==> config.mk <==
export PLATFORM = sky130hd
export DESIGN_NAME = regfile_wb_sched
export DESIGN_NICKNAME = d
export VERILOG_FILES = /design/src/rtl/regfile_wb_sched.sv
export SDC_FILE = /design/constraint.sdc
export NUM_CORES = 1
export LEC_CHECK = 0
export ABC_AREA = 1
export BUFFER_PORTS_ARGS = -buffer_cell sky130_fd_sc_hd__buf_4
export CORE_ASPECT_RATIO = 0.9
export CORE_MARGIN = 8
export CORE_UTILIZATION = 40
export CTS_CLUSTER_SIZE = 16
export DETAILED_ROUTE_END_ITERATION = 8
export PLACE_DENSITY_LB_ADDON = 0.2
export SYNTH_ARGS = -nofsm -noshare
export SYNTH_HDL_FRONTEND = slang
export SYNTH_SLANG_ARGS = --single-unit
==> constraint.sdc <==
create_clock -name clk -period 2.47 [get_ports clk]
set_input_delay 0.494 -clock clk [delete_from_list [all_inputs] [get_ports clk]]
set_output_delay 0.494 -clock clk [all_outputs]
set_load 0.1 [all_outputs]
==> src/rtl/regfile_wb_sched.sv <==
// Writeback scheduler: round-robin arbitration of NUM_REQ writeback sources onto the single
// regfile write port, plus a busy scoreboard that stalls issue on RAW/WAW hazards.
module regfile_wb_sched #(
  parameter int unsigned NUM_REQ = 3,
  parameter int unsigned XLEN    = 32,
  parameter int unsigned RA_W    = 5
) (
  input  logic                     clk,
  input  logic                     rst,
  input  logic                     issue_valid,
  input  logic [RA_W-1:0]          issue_rs1,
  input  logic [RA_W-1:0]          issue_rs2,
  input  logic [RA_W-1:0]          issue_rd,
  output logic                     issue_ready,
  input  logic [NUM_REQ-1:0]       wb_valid,
  input  logic [NUM_REQ*RA_W-1:0]  wb_rd,
  input  logic [NUM_REQ*XLEN-1:0]  wb_data,
  output logic [NUM_REQ-1:0]       wb_ready,
  output logic [RA_W-1:0]          rf_rd,
  output logic [XLEN-1:0]          rf_rd_data,
  output logic                     rf_rd_en,
  output logic [2**RA_W-1:0]       busy,
  output logic                     wb_err
);

  localparam int unsigned NRegs = 2**RA_W;
  localparam int unsigned PtrW  = (NUM_REQ > 1) ? $clog2(NUM_REQ) : 1;

  logic [PtrW-1:0]  rr_ptr_q, rr_ptr_d;
  logic [NRegs-1:0] busy_q, busy_d;
  logic [RA_W-1:0]  rf_rd_q, rf_rd_d;
  logic [XLEN-1:0]  rf_rd_data_q, rf_rd_data_d;
  logic             rf_rd_en_q, rf_rd_en_d;
  logic             wb_err_q, wb_err_d;

  logic             gnt_valid;
  logic [PtrW-1:0]  gnt_idx;
  logic [RA_W-1:0]  gnt_rd;
  logic [XLEN-1:0]  gnt_data;

  // Two passes: indices at/after the pointer first, then the wrapped-around lower indices.
  always_comb begin
    gnt_valid = 1'b0;
    gnt_idx   = '0;
    gnt_rd    = '0;
    gnt_data  = '0;
    for (int unsigned i = 0; i < NUM_REQ; i++) begin
      if (!gnt_valid && wb_valid[i] && (PtrW'(i) >= rr_ptr_q)) begin
        gnt_valid = 1'b1;
        gnt_idx   = PtrW'(i);
        gnt_rd    = wb_rd[i*RA_W +: RA_W];
        gnt_data  = wb_data[i*XLEN +: XLEN];
      end
    end
    for (int unsigned i = 0; i < NUM_REQ; i++) begin
      if (!gnt_valid && wb_valid[i]) begin
        gnt_valid = 1'b1;
        gnt_idx   = PtrW'(i);
        gnt_rd    = wb_rd[i*RA_W +: RA_W];
        gnt_data  = wb_data[i*XLEN +: XLEN];
      end
    end
    if (rst) begin
      gnt_valid = 1'b0;
    end
  end

  always_comb begin
    wb_ready = '0;
    if (gnt_valid) begin
      wb_ready[gnt_idx] = 1'b1;
    end
  end

  always_comb begin
    rr_ptr_d = rr_ptr_q;
    if (gnt_valid) begin
      rr_ptr_d = (gnt_idx == PtrW'(NUM_REQ - 1)) ? '0 : gnt_idx + PtrW'(1);
    end
  end

  always_comb begin
    issue_ready = !(busy_q[issue_rs1] | busy_q[issue_rs2] | busy_q[issue_rd]);
  end

  // Busy clears off the registered write, so a reader that first sees busy=0 also sees the
  // committed regfile value. A same-cycle issue to that register wins over the clear.
  always_comb begin
    busy_d = busy_q;
    if (rf_rd_en_q) begin
      busy_d[rf_rd_q] = 1'b0;
    end
    if (issue_valid && issue_ready && (issue_rd != '0)) begin
      busy_d[issue_rd] = 1'b1;
    end
    busy_d[0] = 1'b0;
  end

  always_comb begin
    rf_rd_d      = rf_rd_q;
    rf_rd_data_d = rf_rd_data_q;
    rf_rd_en_d   = 1'b0;
    wb_err_d     = wb_err_q;
    if (gnt_valid) begin
      rf_rd_d      = gnt_rd;
      rf_rd_data_d = gnt_data;
      rf_rd_en_d   = (gnt_rd != '0);
      if ((gnt_rd != '0) && !busy_q[gnt_rd]) begin
        wb_err_d = 1'b1;
      end
    end
  end

  always_ff @(posedge clk) begin
    if (rst) begin
      rr_ptr_q     <= '0;
      busy_q       <= '0;
      rf_rd_q      <= '0;
      rf_rd_data_q <= '0;
      rf_rd_en_q   <= 1'b0;
      wb_err_q     <= 1'b0;
    end else begin
      rr_ptr_q     <= rr_ptr_d;
      busy_q       <= busy_d;
      rf_rd_q      <= rf_rd_d;
      rf_rd_data_q <= rf_rd_data_d;
      rf_rd_en_q   <= rf_rd_en_d;
      wb_err_q     <= wb_err_d;
    end
  end

  assign rf_rd      = rf_rd_q;
  assign rf_rd_data = rf_rd_data_q;
  assign rf_rd_en   = rf_rd_en_q;
  assign busy       = busy_q;
  assign wb_err     = wb_err_q;

endmodule

==> results.yml <==
global_route:
  grt_overflow_total: 0
  grt_max_degree: 68
  antenna_found_initial: 0
  grt_pass1_wl_um: 33000
  grt.total_usage: 0.248
  grt_pass1_vias: 6352
route:
  wl_per_cell_um: 18.4
  ant_nets: 0
  drt_iter0_markers: 810
  wl_um: 21900
  via_per_inst: 5.65
  drt_pass1_iterations: 6
  drc: 0
  vias: 6734
die:
  die_area_mm2: 0.0165
  start_util: 0.405
  num_io_pins: 207
  coreArea_mm2: 0.0125
  die_h_um: 123
  die_w_um: 135
  rows: 39
synthesis:
  async_flop_share: 0
  synth_top_area_frac: 0.284
  yosys-top-cells-area: "dfxtp_1 (28%), nand3_1 (12%), nand2_1 (8.7%)"
  synth-seq-cells: 72
  avgSynthCellArea_um2: 6.33
  synth.distinct_cells: 37
  yosys.area.top_type: "dfxtp_1"
  synth-warning-count: 0
  synth_edf_count: 0
  synth.yosys.seq_area_share: 0.284
  yosysMostFrequentCell: "nand3_1"
  synth_nets: 934
  synth_commonest_cells: "nand3_1 (126), nand2_1 (118), o21ai_0 (82)"
  synthFlopType: "dfxtp_1"
  synth_area_mm2: 0.00507
  synthCells: 802
sta:
  min_period_ns: 2.47
  relSlewSlack: 0.524
  setup_viol: 0
  tightest_slew_ns: 0.714
  finalSetupTns_ns: 0
  rsz0062_at_grt: "true"
  fmax_ghz: 0.406
  finalCritPeriodShare: 0.998
  finalMaxSlewViolations: 0
  finalHoldViolCount: 0
  clock_skew_ns: 0.0100
setup_path:
  start_kind: "input port"
  worstPathArrival_ns: 1.97
  timing.rr.end: "busy[23]"
  startpoint: "issue_rd[0]"
  r2r_start: "busy[31]"
  critical_path.max_stage_delay_ns: 0.27
  required_ns: 1.98
  reg2reg_depth: 11
  crit_path_end_kind: "output port"
  crit_type: "input port to output port"
  slowest_stage: "nor3_4"
  r2r_setup_slack_ns: 0.27
  cp_max_fo: 6
  crit_chain: "buf_8 > clkinvlp_4 > nand2_4 > o22ai_1 > o21ai_1 > nand4_1 > nor2_2 > o21ai_2 > nor3_4 > buf_12"
run_status:
  status: "finished clean"
layout:
  area_growth_syn_to_layout_pct: 48.4
  n_antenna_cell: 0
  fin_area_mm2: 0.00753
  drive_above_1_share: 0.360
  fin_nets: 1155
place:
  io_buffers: 205
  place_hpwl_um: 16700
  gp_congestion: 1.00
  dpl_cell_area_mm2: 0.00702
min_path:
  holdPathStages: 3
  hp-start: "wb_data[88]"
  min_to: "rf_rd_data[24]"
  holdCritPathClass: "input port to register"
clock_network:
  clockBufferDepth: 2
  root_buffer: "clkbuf_16"
  worstSkewPairLatency_ns: 0.33
  clk_pin_slew_ns: 0.06
  clock-sinks: 72
  cts_hold_buffers: 0
  numCtsBuffers: 9
  cts_tree: "done"
  h-tree-depth: 3
power_and_ir_drop:
  ir_drop_mv: 0.400
  p_per_area_mw_per_mm2: 509
  p_leak_nw: 3.31
job:
  maxCapViolations: 0
routing by layer:
metal	vias up	part of all wire	global-route usage
met5	-	0	0
met4	0	0.026	0.0904
met3	55	0.10	0.0687
met2	330	0.47	0.393
met1	3097	0.41	0.317
li1	3252	-	-
flip-flops by register name, indices dropped and copies added, names as in the netlist:
register / count
rr_ptr_q: 2
busy: 31
rf_rd_data: 32
wb_err: 1
rf_rd: 5
rf_rd_en: 1
critical path: cells and delay by family:
kind                   cells  cell delay [ns]
AND/OR/NAND/NOR            4             0.69
buffers and inverters      3             0.48
AO/OA/AOI/OAI              3             0.29
worst max path at each step:
stage / end / slack [ns]
after floorplan: wb_ready[1] / -0.08
after global placement: issue_ready / -0.13
after detailed placement: issue_ready / -0.19
after CTS: issue_ready / -0.01
after global routing: issue_ready / -0.06
final: issue_ready / 0.004
timing repair:
| action | CTS | global route |
|---|---|---|
| resized for setup | 37 | 37 |
| cloned | 0 | 3 |
| setup buffers | 1 | 3 |
| pin swaps | 6 | 9 |
| setup endpoints to repair | 4 | 4 |
report_power, final:
group	total (mW)	internal (mW)	switching [mW]
Sequential	1.25	1.21	0.0453
Combinational	1.30	0.431	0.868
Clock	1.28	0.785	0.494
per-stage QoR:
step | total power [mW] | utilization | cells | hold WS, ns | setup WS, ns
6_report | 3.83 | 0.600 | 1192 | 0.459 | 0.00411
3_5_place_dp | 2.53 | 0.560 | 1169 | 0.449 | -0.187
4_1_cts | 3.83 | 0.590 | 1186 | 0.452 | -0.0100
3_3_place_gp | 2.53 | 0.560 | 1169 | 0.442 | -0.131
5_1_grt | 4.00 | 0.600 | 1192 | 0.471 | -0.0603
2_1_floorplan | 2.11 | - | 802 | 0.564 | -0.0805
kinds of logic (layout without fill, tap and decap cells):
family | after synthesis | after routing | synth area share
AOI/OAI and AO/OA | 209 | 209 | 0.236
buffers and inverters | 122 | 348 | 0.102
DFF | 72 | 72 | 0.284
other | 1 | 1 | 0.000739
and+or+nand+nor | 398 | 398 | 0.377
area by class of cell:
type / instances / area [um2]
inverter: 71 / 285
multi-input combinational: 608 / 3230
timing repair buffer: 259 / 2020
timing repair inverter: 2 / 12.5
sequential: 72 / 1480
fill: 1271 / 5010
clock buffer: 10 / 229
clock inverter: 6 / 67.6
tap: 164 / 205
cell usage in the layout, fill, tap and decap left out, types with 2 or more instances in the layout:
cell type,instances
nor2_1,73
buf_4,248
buf_12,4
nand3_4,3
dfxtp_2,30
dfxtp_1,42
nand3_2,4
inv_2,14
buf_6,5
nand2_4,4
nor3_1,10
clkbuf_16,9
nor2_2,6
nor3_2,3
o22ai_1,5
o22ai_2,3
o21ai_0,69
nand3_1,125
a22oi_1,31
nor3_4,2
nand4_1,46
o21ai_2,4
nand2_2,5
a21oi_2,2
o21ai_1,13
inv_1,49
clkinvlp_4,6
nor2_4,3
inv_4,3
clkinv_1,2
o211ai_1,4
nand2_1,113
a21oi_1,70
Note: power is estimated with default switching activity, not from simulation.
